`config.mk`:
```
export PLATFORM = sky130hd
export DESIGN_NAME = burst_write_master_flat
export DESIGN_NICKNAME = d
export VERILOG_FILES = /design/src/rtl/burst_write_master_pkg.sv /design/src/rtl/burst_write_master_if.sv /design/src/rtl/burst_write_master_fifo.sv /design/src/rtl/burst_write_master.sv /design/src/flat_wrapper.sv
export SDC_FILE = /design/constraint.sdc
export NUM_CORES = 1
export LEC_CHECK = 0
export ABC_AREA = 0
export CAP_MARGIN = 10
export CORE_MARGIN = 2
export CORE_UTILIZATION = 24
export DETAILED_ROUTE_END_ITERATION = 8
export SYNTH_ARGS = -nofsm -noshare
export SYNTH_HDL_FRONTEND = slang
export SYNTH_SLANG_ARGS = --single-unit
```
`constraint.sdc`:
```
create_clock -name clk -period 6.9 [get_ports clk]
set_clock_uncertainty 0.05 [all_clocks]
set_input_delay 1.38 -clock clk [delete_from_list [all_inputs] [get_ports clk]]
set_output_delay 1.38 -clock clk [all_outputs]
set_load 0.05 [all_outputs]
```
`src/rtl/burst_write_master_pkg.sv`:
```
// Shared CSR map, bit positions and FSM state type for the burst write master.
package write_master_pkg;

    localparam logic [3:0] CSR_CONTROL   = 4'd0;
    localparam logic [3:0] CSR_STATUS    = 4'd1;
    localparam logic [3:0] CSR_LENGTH    = 4'd2;
    localparam logic [3:0] CSR_BASE      = 4'd3;
    localparam logic [3:0] CSR_USER_DATA = 4'd4;
    localparam logic [3:0] CSR_PUSH      = 4'd5;
    localparam logic [3:0] CSR_REMAINING = 4'd6;

    localparam int unsigned CTRL_GO     = 0;
    localparam int unsigned CTRL_FIXED  = 1;
    localparam int unsigned CTRL_IRQ_EN = 2;

    localparam int unsigned STAT_DONE     = 0;
    localparam int unsigned STAT_EMPTY    = 1;
    localparam int unsigned STAT_FULL     = 2;
    localparam int unsigned STAT_BUSY     = 3;
    localparam int unsigned STAT_IRQ      = 4;
    localparam int unsigned STAT_OVERFLOW = 5;
    localparam int unsigned STAT_USED_LSB = 8;

    typedef enum logic [1:0] {
        ST_IDLE,
        ST_WAIT_DATA,
        ST_BURST
    } state_t;

endpackage

```
`src/rtl/burst_write_master_if.sv`:
```
// Avalon-MM burst write port between the master and its memory/peripheral target.
interface burst_write_master_if #(
    parameter int unsigned DATAWIDTH       = 32,
    parameter int unsigned ADDRESSWIDTH    = 32,
    parameter int unsigned BURSTCOUNTWIDTH = 3
);
    logic [ADDRESSWIDTH-1:0]    master_address;
    logic                       master_write;
    logic [DATAWIDTH/8-1:0]     master_byteenable;
    logic [BURSTCOUNTWIDTH-1:0] master_burstcount;
    logic [DATAWIDTH-1:0]       master_writedata;
    logic                       master_waitrequest;

    modport master (
        output master_address, master_write, master_byteenable,
               master_burstcount, master_writedata,
        input  master_waitrequest
    );

    modport slave (
        input  master_address, master_write, master_byteenable,
               master_burstcount, master_writedata,
        output master_waitrequest
    );
endinterface

```
`src/rtl/burst_write_master_fifo.sv`:
```
// Show-ahead single-clock FIFO; head word is visible on rdata whenever not empty.
module write_master_fifo #(
    parameter int unsigned WIDTH      = 32,
    parameter int unsigned DEPTH      = 32,
    parameter int unsigned DEPTH_LOG2 = 5
) (
    input  logic                  clk,
    input  logic                  reset,
    input  logic                  wr,
    input  logic [WIDTH-1:0]      wdata,
    input  logic                  rd,
    output logic [WIDTH-1:0]      rdata,
    output logic [DEPTH_LOG2:0]   used,
    output logic                  full,
    output logic                  empty
);
    logic [WIDTH-1:0]      mem [DEPTH];
    logic [DEPTH_LOG2-1:0] wptr;
    logic [DEPTH_LOG2-1:0] rptr;
    logic                  do_wr;
    logic                  do_rd;

    assign full  = (used == (DEPTH_LOG2 + 1)'(DEPTH));
    assign empty = (used == '0);
    assign do_wr = wr & ~full;
    assign do_rd = rd & ~empty;
    assign rdata = empty ? '0 : mem[rptr];

    always_ff @(posedge clk or posedge reset) begin
        if (reset) begin
            wptr <= '0;
            rptr <= '0;
            used <= '0;
        end else begin
            if (do_wr) wptr <= wptr + 1'b1;
            if (do_rd) rptr <= rptr + 1'b1;
            used <= used + (DEPTH_LOG2 + 1)'(do_wr) - (DEPTH_LOG2 + 1)'(do_rd);
        end
    end

    always_ff @(posedge clk) begin
        if (do_wr) mem[wptr] <= wdata;
    end

endmodule

```
`src/rtl/burst_write_master.sv`:
```
// CSR-programmed Avalon-MM burst write master fed from an internal FIFO,
// with optional fixed-address mode and a maskable completion interrupt.
module burst_write_master
    import write_master_pkg::*;
#(
    parameter int unsigned DATAWIDTH       = 32,
    parameter int unsigned ADDRESSWIDTH    = 32,
    parameter int unsigned FIFODEPTH       = 32,
    parameter int unsigned FIFODEPTH_LOG2  = 5,
    parameter int unsigned MAXBURSTCOUNT   = 4,
    parameter int unsigned BURSTCOUNTWIDTH = 3
) (
    input  logic        clk,
    input  logic        reset,
    input  logic [3:0]  avs_csr_address,
    input  logic        avs_csr_write,
    input  logic [31:0] avs_csr_writedata,
    input  logic        avs_csr_read,
    output logic [31:0] avs_csr_readdata,
    burst_write_master_if.master avm,
    output logic        irq
);
    localparam int unsigned BYTES  = DATAWIDTH / 8;
    localparam int unsigned BSHIFT = $clog2(BYTES);
    localparam int unsigned LANES  = DATAWIDTH / 32;
    localparam int unsigned LANE_W = (LANES > 1) ? $clog2(LANES) : 1;

    state_t state, next_state;

    logic                       ctrl_fixed;
    logic                       ctrl_irq_en;
    logic [31:0]                length_reg;
    logic [ADDRESSWIDTH-1:0]    base_reg;
    logic [DATAWIDTH-1:0]       user_word;
    logic [LANE_W-1:0]          lane;
    logic [31:0]                remaining;
    logic [ADDRESSWIDTH-1:0]    addr;
    logic                       fixed_active;
    logic [BURSTCOUNTWIDTH-1:0] burst_len;
    logic [BURSTCOUNTWIDTH-1:0] beat;
    logic                       irq_pending;
    logic                       overflow;
    logic [31:0]                csr_rdata;

    logic [DATAWIDTH-1:0]       fifo_head;
    logic [FIFODEPTH_LOG2:0]    fifo_used;
    logic                       fifo_full;
    logic                       fifo_empty;

    logic                       write_req;
    logic                       go;
    logic                       push_req;
    logic                       accept;
    logic                       last_beat;
    logic                       data_ready;
    logic [31:0]                words_left;
    logic [BURSTCOUNTWIDTH-1:0] n_next;

    assign go       = avs_csr_write && (avs_csr_address == CSR_CONTROL)
                      && avs_csr_writedata[CTRL_GO] && (state == ST_IDLE);
    assign push_req = avs_csr_write && (avs_csr_address == CSR_PUSH) && avs_csr_writedata[0];
    assign accept   = write_req & ~avm.master_waitrequest;
    assign last_beat = accept && (beat == burst_len - 1'b1);

    // Fixed mode always issues single beats; otherwise cap at the remaining word count.
    assign words_left = remaining >> BSHIFT;
    always_comb begin
        n_next = '0;
        if (fixed_active)
            n_next = BURSTCOUNTWIDTH'(1);
        else if (words_left >= MAXBURSTCOUNT)
            n_next = BURSTCOUNTWIDTH'(MAXBURSTCOUNT);
        else
            n_next = words_left[BURSTCOUNTWIDTH-1:0];
    end
    assign data_ready = (32'(fifo_used) >= 32'(n_next));

    write_master_fifo #(
        .WIDTH      (DATAWIDTH),
        .DEPTH      (FIFODEPTH),
        .DEPTH_LOG2 (FIFODEPTH_LOG2)
    ) u_fifo (
        .clk   (clk),
        .reset (reset),
        .wr    (push_req),
        .wdata (user_word),
        .rd    (accept),
        .rdata (fifo_head),
        .used  (fifo_used),
        .full  (fifo_full),
        .empty (fifo_empty)
    );

    always_ff @(posedge clk or posedge reset) begin
        if (reset) state <= ST_IDLE;
        else       state <= next_state;
    end

    always_comb begin
        next_state = state;
        write_req  = 1'b0;
        case (state)
            ST_IDLE: begin
                if (go && (length_reg != '0)) next_state = ST_WAIT_DATA;
            end
            ST_WAIT_DATA: begin
                if (data_ready) next_state = ST_BURST;
            end
            ST_BURST: begin
                write_req = 1'b1;
                if (last_beat)
                    next_state = (remaining == 32'(BYTES)) ? ST_IDLE : ST_WAIT_DATA;
            end
            default: next_state = ST_IDLE;
        endcase
    end

    always_ff @(posedge clk or posedge reset) begin
        if (reset) begin
            ctrl_fixed   <= 1'b0;
            ctrl_irq_en  <= 1'b0;
            length_reg   <= '0;
            base_reg     <= '0;
            user_word    <= '0;
            lane         <= '0;
            remaining    <= '0;
            addr         <= '0;
            fixed_active <= 1'b0;
            burst_len    <= '0;
            beat         <= '0;
            irq_pending  <= 1'b0;
            overflow     <= 1'b0;
        end else begin
            if (avs_csr_write) begin
                case (avs_csr_address)
                    CSR_CONTROL: begin
                        ctrl_fixed  <= avs_csr_writedata[CTRL_FIXED];
                        ctrl_irq_en <= avs_csr_writedata[CTRL_IRQ_EN];
                    end
                    CSR_STATUS: begin
                        if (avs_csr_writedata[STAT_IRQ])      irq_pending <= 1'b0;
                        if (avs_csr_writedata[STAT_OVERFLOW]) overflow    <= 1'b0;
                    end
                    CSR_LENGTH: length_reg <= avs_csr_writedata & ~32'(BYTES - 1);
                    CSR_BASE:   base_reg   <= ADDRESSWIDTH'(avs_csr_writedata) & ~ADDRESSWIDTH'(BYTES - 1);
                    CSR_USER_DATA: begin
                        user_word[lane*32 +: 32] <= avs_csr_writedata;
                        lane <= (32'(lane) == LANES - 1) ? '0 : lane + 1'b1;
                    end
                    CSR_PUSH: begin
                        if (avs_csr_writedata[0]) begin
                            lane <= '0;
                            if (fifo_full) overflow <= 1'b1;
                        end
                    end
                    default: ;
                endcase
            end

            if (go) begin
                addr         <= base_reg;
                remaining    <= length_reg;
                fixed_active <= avs_csr_writedata[CTRL_FIXED];
                if (length_reg == '0) irq_pending <= 1'b1;
            end

            if ((state == ST_WAIT_DATA) && data_ready) begin
                burst_len <= n_next;
                beat      <= '0;
            end

            if (accept) begin
                beat      <= beat + 1'b1;
                remaining <= remaining - 32'(BYTES);
                if (last_beat) begin
                    if (!fixed_active) addr <= addr + (ADDRESSWIDTH'(burst_len) << BSHIFT);
                    if (remaining == 32'(BYTES)) irq_pending <= 1'b1;
                end
            end
        end
    end

    always_comb begin
        csr_rdata = '0;
        case (avs_csr_address)
            CSR_CONTROL: begin
                csr_rdata[CTRL_FIXED]  = ctrl_fixed;
                csr_rdata[CTRL_IRQ_EN] = ctrl_irq_en;
            end
            CSR_STATUS: begin
                csr_rdata[STAT_DONE]              = (remaining == '0) && (state == ST_IDLE);
                csr_rdata[STAT_EMPTY]             = fifo_empty;
                csr_rdata[STAT_FULL]              = fifo_full;
                csr_rdata[STAT_BUSY]              = (state != ST_IDLE);
                csr_rdata[STAT_IRQ]               = irq_pending;
                csr_rdata[STAT_OVERFLOW]          = overflow;
                csr_rdata[STAT_USED_LSB +: 8]     = 8'(fifo_used);
            end
            CSR_LENGTH:    csr_rdata = length_reg;
            CSR_BASE:      csr_rdata = 32'(base_reg);
            CSR_REMAINING: csr_rdata = remaining;
            default:       csr_rdata = '0;
        endcase
    end

    always_ff @(posedge clk or posedge reset) begin
        if (reset)             avs_csr_readdata <= '0;
        else if (avs_csr_read) avs_csr_readdata <= csr_rdata;
    end

    assign avm.master_address    = addr;
    assign avm.master_write      = write_req;
    assign avm.master_byteenable = '1;
    assign avm.master_burstcount = burst_len;
    assign avm.master_writedata  = fifo_head;
    assign irq                   = irq_pending & ctrl_irq_en;

endmodule

```
`src/flat_wrapper.sv`:
```
// flat-port wrapper written by rule: the top's interface ports become plain ports
module burst_write_master_flat import write_master_pkg::*;
#(
    parameter int unsigned DATAWIDTH       = 32,
    parameter int unsigned ADDRESSWIDTH    = 32,
    parameter int unsigned FIFODEPTH       = 32,
    parameter int unsigned FIFODEPTH_LOG2  = 5,
    parameter int unsigned MAXBURSTCOUNT   = 4,
    parameter int unsigned BURSTCOUNTWIDTH = 3
)
  (clk, reset, avs_csr_address, avs_csr_write, avs_csr_writedata, avs_csr_read, avs_csr_readdata, irq, avm_master_address, avm_master_write, avm_master_byteenable, avm_master_burstcount, avm_master_writedata, avm_master_waitrequest);
  burst_write_master_if #(.DATAWIDTH(DATAWIDTH), .ADDRESSWIDTH(ADDRESSWIDTH), .BURSTCOUNTWIDTH(BURSTCOUNTWIDTH)) avm_i ();
  input  logic clk;
  input  logic reset;
  input  logic [3:0] avs_csr_address;
  input  logic avs_csr_write;
  input  logic [31:0] avs_csr_writedata;
  input  logic avs_csr_read;
  output logic [31:0] avs_csr_readdata;
  output logic irq;
  output wire logic [$bits(avm_i.master_address)-1:0] avm_master_address;
  output wire logic [$bits(avm_i.master_write)-1:0] avm_master_write;
  output wire logic [$bits(avm_i.master_byteenable)-1:0] avm_master_byteenable;
  output wire logic [$bits(avm_i.master_burstcount)-1:0] avm_master_burstcount;
  output wire logic [$bits(avm_i.master_writedata)-1:0] avm_master_writedata;
  input wire logic [$bits(avm_i.master_waitrequest)-1:0] avm_master_waitrequest;
  assign avm_master_address = avm_i.master_address;
  assign avm_master_write = avm_i.master_write;
  assign avm_master_byteenable = avm_i.master_byteenable;
  assign avm_master_burstcount = avm_i.master_burstcount;
  assign avm_master_writedata = avm_i.master_writedata;
  assign avm_i.master_waitrequest = avm_master_waitrequest;
  burst_write_master #(.DATAWIDTH(DATAWIDTH), .ADDRESSWIDTH(ADDRESSWIDTH), .FIFODEPTH(FIFODEPTH), .FIFODEPTH_LOG2(FIFODEPTH_LOG2), .MAXBURSTCOUNT(MAXBURSTCOUNT), .BURSTCOUNTWIDTH(BURSTCOUNTWIDTH)) u_core (.clk(clk), .reset(reset), .avs_csr_address(avs_csr_address), .avs_csr_write(avs_csr_write), .avs_csr_writedata(avs_csr_writedata), .avs_csr_read(avs_csr_read), .avs_csr_readdata(avs_csr_readdata), .avm(avm_i), .irq(irq));
endmodule
```
==> flow_metrics.env, run 1 <==
export IMPL_syn_inst=2743
export IMPL_dp_hpwl_mm=85.1
export IMPL_rrSetupSlack_ns=2.67
export IMPL_p_leak_nw=19.4
export IMPL_grt_pass1_wl_mm=193
export IMPL_drtIter0Drc=2994
export IMPL_worst_path_max_fanout=44
export IMPL_largest_reg_flops=1024
export IMPL_synth_edf_count=1024
export IMPL_grt_start_max_net_pins=153
export IMPL_cap_violations=0
export IMPL_synthFlopType="edfxtp_1"
export IMPL_slew_headroom_pct=16.3
export IMPL_power_density_nw_per_um2=410
export IMPL_coreArea_um2=205000
export IMPL_stdcell_area_um2=58800
export IMPL_report_final_slew_viol_count=0
export IMPL_start_util_pct=24.2
export IMPL_die_area_um2=210000
export IMPL_post_cts_setup_buffers=0
export IMPL_pin_count=146
export IMPL_ir_drop_v=0.000344
export IMPL_cts_tree="built"
export IMPL_hold_path_class="register to register"
export IMPL_seq_area_frac_synth_pct=72.9
export IMPL_gp_congestion=0.826
export IMPL_gr_usage_met2_pct=19.1
export IMPL_rows=166
export IMPL_synth_area_top_cells="edfxtp_1 62%, dfrtp_1 11%, mux4_2 8.7%"
export IMPL_grt_overflow=0
export IMPL_cts_resized=0
export IMPL_drive_gt1_share_pct=22.4
export IMPL_totalNegativeSetupSlack_ns=0
export IMPL_cts_buffers=114
export IMPL_synth_top_cell_area_share_pct=62.0
export IMPL_ys_types=67
export IMPL_grt_use_total_pct=12.3
export IMPL_ant_nets=0
export IMPL_cts_max_path_buffers=3
export IMPL_syn_area_um2=49600
export IMPL_outcome="finished, final reports clean"
export IMPL_syn2layout_area_growth_pct=18.6
export IMPL_placed_cell_area_um2=54800
export IMPL_chipWidth_um=459
export IMPL_cp_slowest_cell="clkdlybuf4s50_1"
export IMPL_max_freq_mhz=171
export IMPL_yosysTopAreaCell="edfxtp_1"
export IMPL_first_global_vias=26800
export IMPL_final_setup_worst_slack_ns=1.05
export IMPL_htreeDepth=3
export IMPL_postLayoutCoreUtil_pct=28.7
export IMPL_wl_per_cell_um=23.1
export IMPL_ys_ff_latch=1239
export IMPL_use_met3_pct=2.13
export IMPL_tightest_slew_ns=1.26
export IMPL_fillers=20000
export IMPL_drcViolationCount=0
export IMPL_first_pass_iters=8
export IMPL_dp_slack_ns=1.47
export IMPL_die_y_um=459
export IMPL_hold_viol=0
export IMPL_top_usage_layer="met2"
export IMPL_rsz0062_at_grt="no"
export IMPL_cp_start_kind="register"
export IMPL_postSynthAreaPerCell_um2=18.1
export IMPL_min_period_over_period_pct=84.8
export IMPL_cts_sinks=1239
export IMPL_finalSetupViolCount=0
export IMPL_synthArstFlopShare_pct=17.4
export IMPL_fin_nets=3011
export IMPL_cp_cell_sequence="buf_12 -> buf_12 -> mux4_2 -> a211oi_1 -> a21oi_1 -> clkdlybuf4s50_1"
export IMPL_vias_per_cell=4.73
export IMPL_critical_path_class="register to output pin"
export IMPL_largest_register="u_core.u_fifo.mem"
export IMPL_cp_common_cell="buf_12"
export IMPL_path_clk_slew_ns=0.07
export IMPL_hold_buffers=0
export IMPL_fin_total_pwr_mw=24.1
export IMPL_vias=27100
export IMPL_clk_latency_ns=0.75
export IMPL_drt_total_wl_mm=132
export IMPL_ctsRootBufferMaster="clkbuf_16"
export IMPL_slowest_delay_ns=0.75
export IMPL_critical_path_arrival_ns=4.42
export IMPL_required_ns=5.47
export IMPL_antenna_found_initial=4
export IMPL_use_met1_pct=18.0
export IMPL_post_route_min_period_ns=5.85
export IMPL_numPortBuffers=141
export IMPL_endpoint_kind="output pin"
export IMPL_synth_warnings=0
[routing by layer]
metal	vias up	wire length, um	share of wire, %
li1	11600	-	-
met1	14300	60200	45
met2	1095	61000	46
met3	147	9130	6.9
met4	2	2070	1.6
met5	-	7	0.0053
[synthesized netlist by cell type, types with 48 or more instances]
master and count:
mux4_2 192, a21oi_1 72, a211oi_1 61, nand2_1 80, buf_2 50, clkbuf_1 94
o22ai_1 48, mux2i_1 135, nor2_1 122, dfrtp_1 215, edfxtp_1 1024, a22oi_1 53
mux2_2 126
[kinds of logic after synthesis]
kind of cell               count (synthesis)  synth area share (%)
AOI/OAI and AO/OA                        422                  6.19
xor gates and xnor gates                  16                 0.310
adders and majority gates                 28                 0.737
buffers and inverters                    205                  1.75
DFF                                     1239                  72.9
muxes                                    453                  14.3
other                                      1               0.00756
and+or+nand+nor                          379                  3.84
[final timing paths]
check | from | endpoint | depth (start not counted)
worst max-delay path | u_core.u_fifo.rptr[0] | avm_master_writedata[16] | 6
max in group asynchronous | reset | u_core.user_word[20] | 3
worst min-delay path | u_core.avs_csr_readdata[2] | u_core.avs_csr_readdata[2] | 1
min in group asynchronous | reset | u_core.beat[2] | 3
worst min register to register | u_core.avs_csr_readdata[2] | u_core.avs_csr_readdata[2] | 1
worst max register to register | u_core.remaining[13] | u_core.beat[2] | 10
[cell usage in the layout (no fill, tap or decap), types with 8 or more instances in the layout]
| master | instances |
|---|---|
| nor2_1 | 89 |
| xnor2_1 | 9 |
| and4_1 | 8 |
| clkinvlp_4 | 11 |
| o21ai_0 | 15 |
| a22oi_1 | 53 |
| a222oi_1 | 9 |
| nand3_1 | 22 |
| bufinv_16 | 17 |
| and3_1 | 18 |
| nor2_4 | 33 |
| a211oi_1 | 61 |
| nand2_1 | 78 |
| nand4_1 | 15 |
| nor4_1 | 19 |
| buf_4 | 90 |
| mux2_2 | 126 |
| mux4_2 | 192 |
| inv_1 | 42 |
| edfxtp_1 | 1024 |
| clkbuf_1 | 15 |
| a31oi_1 | 10 |
| a211o_1 | 32 |
| dfrtp_1 | 210 |
| clkinv_2 | 34 |
| o22ai_1 | 48 |
| a21o_1 | 8 |
| nor3_1 | 36 |
| ha_1 | 26 |
| o221ai_1 | 32 |
| clkdlybuf4s50_1 | 139 |
| clkinv_1 | 15 |
| a21oi_1 | 72 |
| a311oi_1 | 10 |
| o21a_1 | 11 |
| a22o_1 | 32 |
| clkbuf_16 | 114 |
| mux2i_1 | 135 |
[cell type report]
| cell class | instances | area (um^2) | area share [%] |
|---|---|---|---|
| flip-flops and latches | 1239 | 36100 | 61.4 |
| multi-input cells | 1302 | 12900 | 21.9 |
| well taps | 2688 | 3360 | 5.72 |
| clock buffers | 132 | 2950 | 5.02 |
| repair buffers | 242 | 2330 | 3.96 |
| clock inverters | 85 | 971 | 1.65 |
| inverters | 43 | 165 | 0.281 |
| diodes | 2 | 5.00 | 0.00851 |
[worst max-delay path, delay by kind of cell, from the launching register on]
kind	cells	cell delay, ns
AOI/OAI and AO/OA	2	0.84
buffers and inverters	3	1.48
DFF	1	0.71
muxes	1	0.54
[per-stage QoR]
| stage | hold WS, ns | cells |
|---|---|---|
| 2_1_floorplan | 0.421 | 2746 |
| 3_3_place_gp | 0.419 | 5510 |
| 3_5_place_dp | 0.423 | 5510 |
| 4_1_cts | 0.447 | 5727 |
| 5_1_grt | 0.455 | 5731 |
| 6_report | 0.440 | 5733 |
[where the power goes]
part	internal, mW	switching [mW]
sequential	8.85	0.766
clock	3.73	2.88
combinational	2.95	4.95
(Power assumes the default switching activity.)
==> inputs of run 2 (changes only) <==
==> constraint.sdc (replaced) <==
create_clock -name clk -period 4.7 [get_ports clk]
set_clock_uncertainty 0.05 [all_clocks]
set_input_delay 0.94 -clock clk [delete_from_list [all_inputs] [get_ports clk]]
set_output_delay 0.94 -clock clk [all_outputs]
set_load 0.05 [all_outputs]
==> run 2 against run 1 <==
Net effect: flip-flop and latch count is the same; cell count up 0.51%; first-iteration DRC count is 2.3% higher; critical path type unchanged; critical path depth is the same; largest power group unchanged; setup slack lost 0.85 ns; non-clock buffer count increased by 24; clock-buffer cell count increased by 12.
==> flow_metrics.env, run 2 (synthesis results as in run 1) <==
export IMPL_min_period_over_period_pct=95.8
export IMPL_totalNegativeSetupSlack_ns=0
export IMPL_grt_use_total_pct=12.5
export IMPL_endpoint_kind="output pin"
export IMPL_cts_tree="built"
export IMPL_fin_nets=3039
export IMPL_finalSetupViolCount=0
export IMPL_p_leak_nw=19.8
export IMPL_hold_viol=0
export IMPL_cap_violations=0
export IMPL_drtIter0Drc=3063
export IMPL_cts_resized=0
export IMPL_rr_worst_depth=11
export IMPL_ant_nets=0
export IMPL_vias=27400
export IMPL_critical_path_arrival_ns=3.51
export IMPL_rsz0062_at_grt="no"
export IMPL_reg2reg_to="u_core.beat[2]"
export IMPL_drive_gt1_share_pct=23.3
export IMPL_fillers=20000
export IMPL_drcViolationCount=0
export IMPL_post_cts_setup_buffers=0
export IMPL_clk_latency_ns=0.73
export IMPL_hold_buffers=0
export IMPL_path_clk_slew_ns=0.06
export IMPL_drt_total_wl_mm=135
export IMPL_tightest_slew_ns=1.26
export IMPL_layout_common_cells="1024 x edfxtp_1, 212 x dfrtp_1, 192 x mux4_2"
export IMPL_cts_buffers=118
export IMPL_outcome="finished, final reports clean"
export IMPL_rows=166
export IMPL_gp_congestion=0.849
export IMPL_largest_register="u_core.u_fifo.mem"
export IMPL_grt_overflow=0
export IMPL_cp_start_kind="register"
export IMPL_cts_sinks=1239
export IMPL_ctsRootBufferMaster="clkbuf_16"
export IMPL_antenna_found_initial=6
export IMPL_critical_path_class="register to output pin"
export IMPL_htreeDepth=3
export IMPL_report_final_slew_viol_count=0
export IMPL_syn2layout_area_growth_pct=20.2
export IMPL_cp_startpoint="u_core.u_fifo.rptr[1]"
export IMPL_dp_hpwl_mm=84.5
export IMPL_post_route_min_period_ns=4.50
export IMPL_worst_path_max_fanout=34
export IMPL_power_density_nw_per_um2=602
export IMPL_grt_pass1_wl_mm=197
export IMPL_numPortBuffers=141
export IMPL_required_ns=3.71
export IMPL_die_y_um=459
export IMPL_ir_drop_v=0.000789
export IMPL_fin_total_pwr_mw=35.9
export IMPL_seq_area_um2=36100
export IMPL_largest_reg_flops=1024
export IMPL_rr_startpoint="u_core.remaining[8]"
export IMPL_wl_per_cell_um=23.4
export IMPL_coreArea_um2=205000
export IMPL_max_freq_mhz=222
export IMPL_slew_headroom_pct=16.3
export IMPL_vias_per_cell=4.76
export IMPL_first_pass_iters=8
export IMPL_endpoint="avm_master_writedata[22]"
export IMPL_start_util_pct=24.2
export IMPL_hold_path_class="register to register"
export IMPL_first_global_vias=27800
export IMPL_cts_max_path_buffers=3
export IMPL_final_common_cell="edfxtp_1"
export IMPL_rrSetupSlack_ns=0.98
export IMPL_multi_input_area_um2=12900
export IMPL_grt_start_max_net_pins=62
export IMPL_chipWidth_um=459
export IMPL_die_area_um2=210000
export IMPL_pin_count=146
-- run 2: cell count changes in the layout (fill, tap and decap cells not counted), sizes merged --
cell / change
clkinvlp: -6
inv: -1
clkbuf: +12
clkdlybuf4s50: -32
bufinv: -6
clkinv: +6
buf: +56
-- run 2: per-stage QoR --
stage                     worst slack, ns  hold slack (ns)  cells  util (%)  cell area (um^2)
after floorplan                     0.776            0.421   2746         -             49600
after detailed placement            0.792            0.424   5530      27.1             55600
after global placement              0.810            0.418   5530      27.1             55600
after CTS                          0.0904            0.443   5752      29.0             59400
final                               0.198            0.437   5762      29.1             59600
after global routing               0.0269            0.479   5762      29.1             59600
-- run 2: report_power, final --
part | total [mW] | internal [mW] | switching [mW] | leakage, nW
clock network | 9.47 | 5.29 | 4.18 | 1.87
registers | 14.5 | 13.0 | 1.45 | 11.9
logic | 11.9 | 5.19 | 6.74 | 5.97
total | 35.9 | 23.5 | 12.4 | 19.8
-- run 2: per-layer routing --
layer	global-route usage [%]	part of all wire (%)	up-vias
met3	2.05	6.6	168
li1	-	-	11600
met4	2.61	1.9	0
met1	18.1	45	14600
met2	19.8	47	1030
met5	0	0	-
-- run 2: critical path, cell delays in order, from the launching register on --
cell	delay, ns
dfrtp_4	0.83
buf_4	0.43
buf_4	0.40
mux4_2	0.36
a211oi_1	0.34
a21oi_1	0.21
buf_12	0.20
-- run 2: layout make-up --
type | instances | area share, %
Clock buffer | 144 | 5.19
Multi-Input combinational cell | 1302 | 21.6
Clock inverter | 78 | 1.25
Inverter | 43 | 0.277
Tap cell | 2688 | 5.64
Timing Repair Buffer | 266 | 5.37
Sequential cell | 1239 | 60.6
Antenna cell | 2 | 0.00840
-- run 2: how the worst min path moves through the flow --
stage	start	endpoint	slack [ns]	cells past startpoint
finish	u_core.avs_csr_readdata[2]	u_core.avs_csr_readdata[2]	0.44	1
floorplan	u_core.ctrl_fixed	u_core.ctrl_fixed	0.42	1
detailed placement	u_core.avm.master_address[1]	u_core.avm.master_address[1]	0.42	1
CTS	u_core.avs_csr_readdata[2]	u_core.avs_csr_readdata[2]	0.44	1
global placement	u_core.avs_csr_readdata[2]	u_core.avs_csr_readdata[2]	0.42	1
global route	u_core.avm.master_address[0]	u_core.avm.master_address[0]	0.48	1
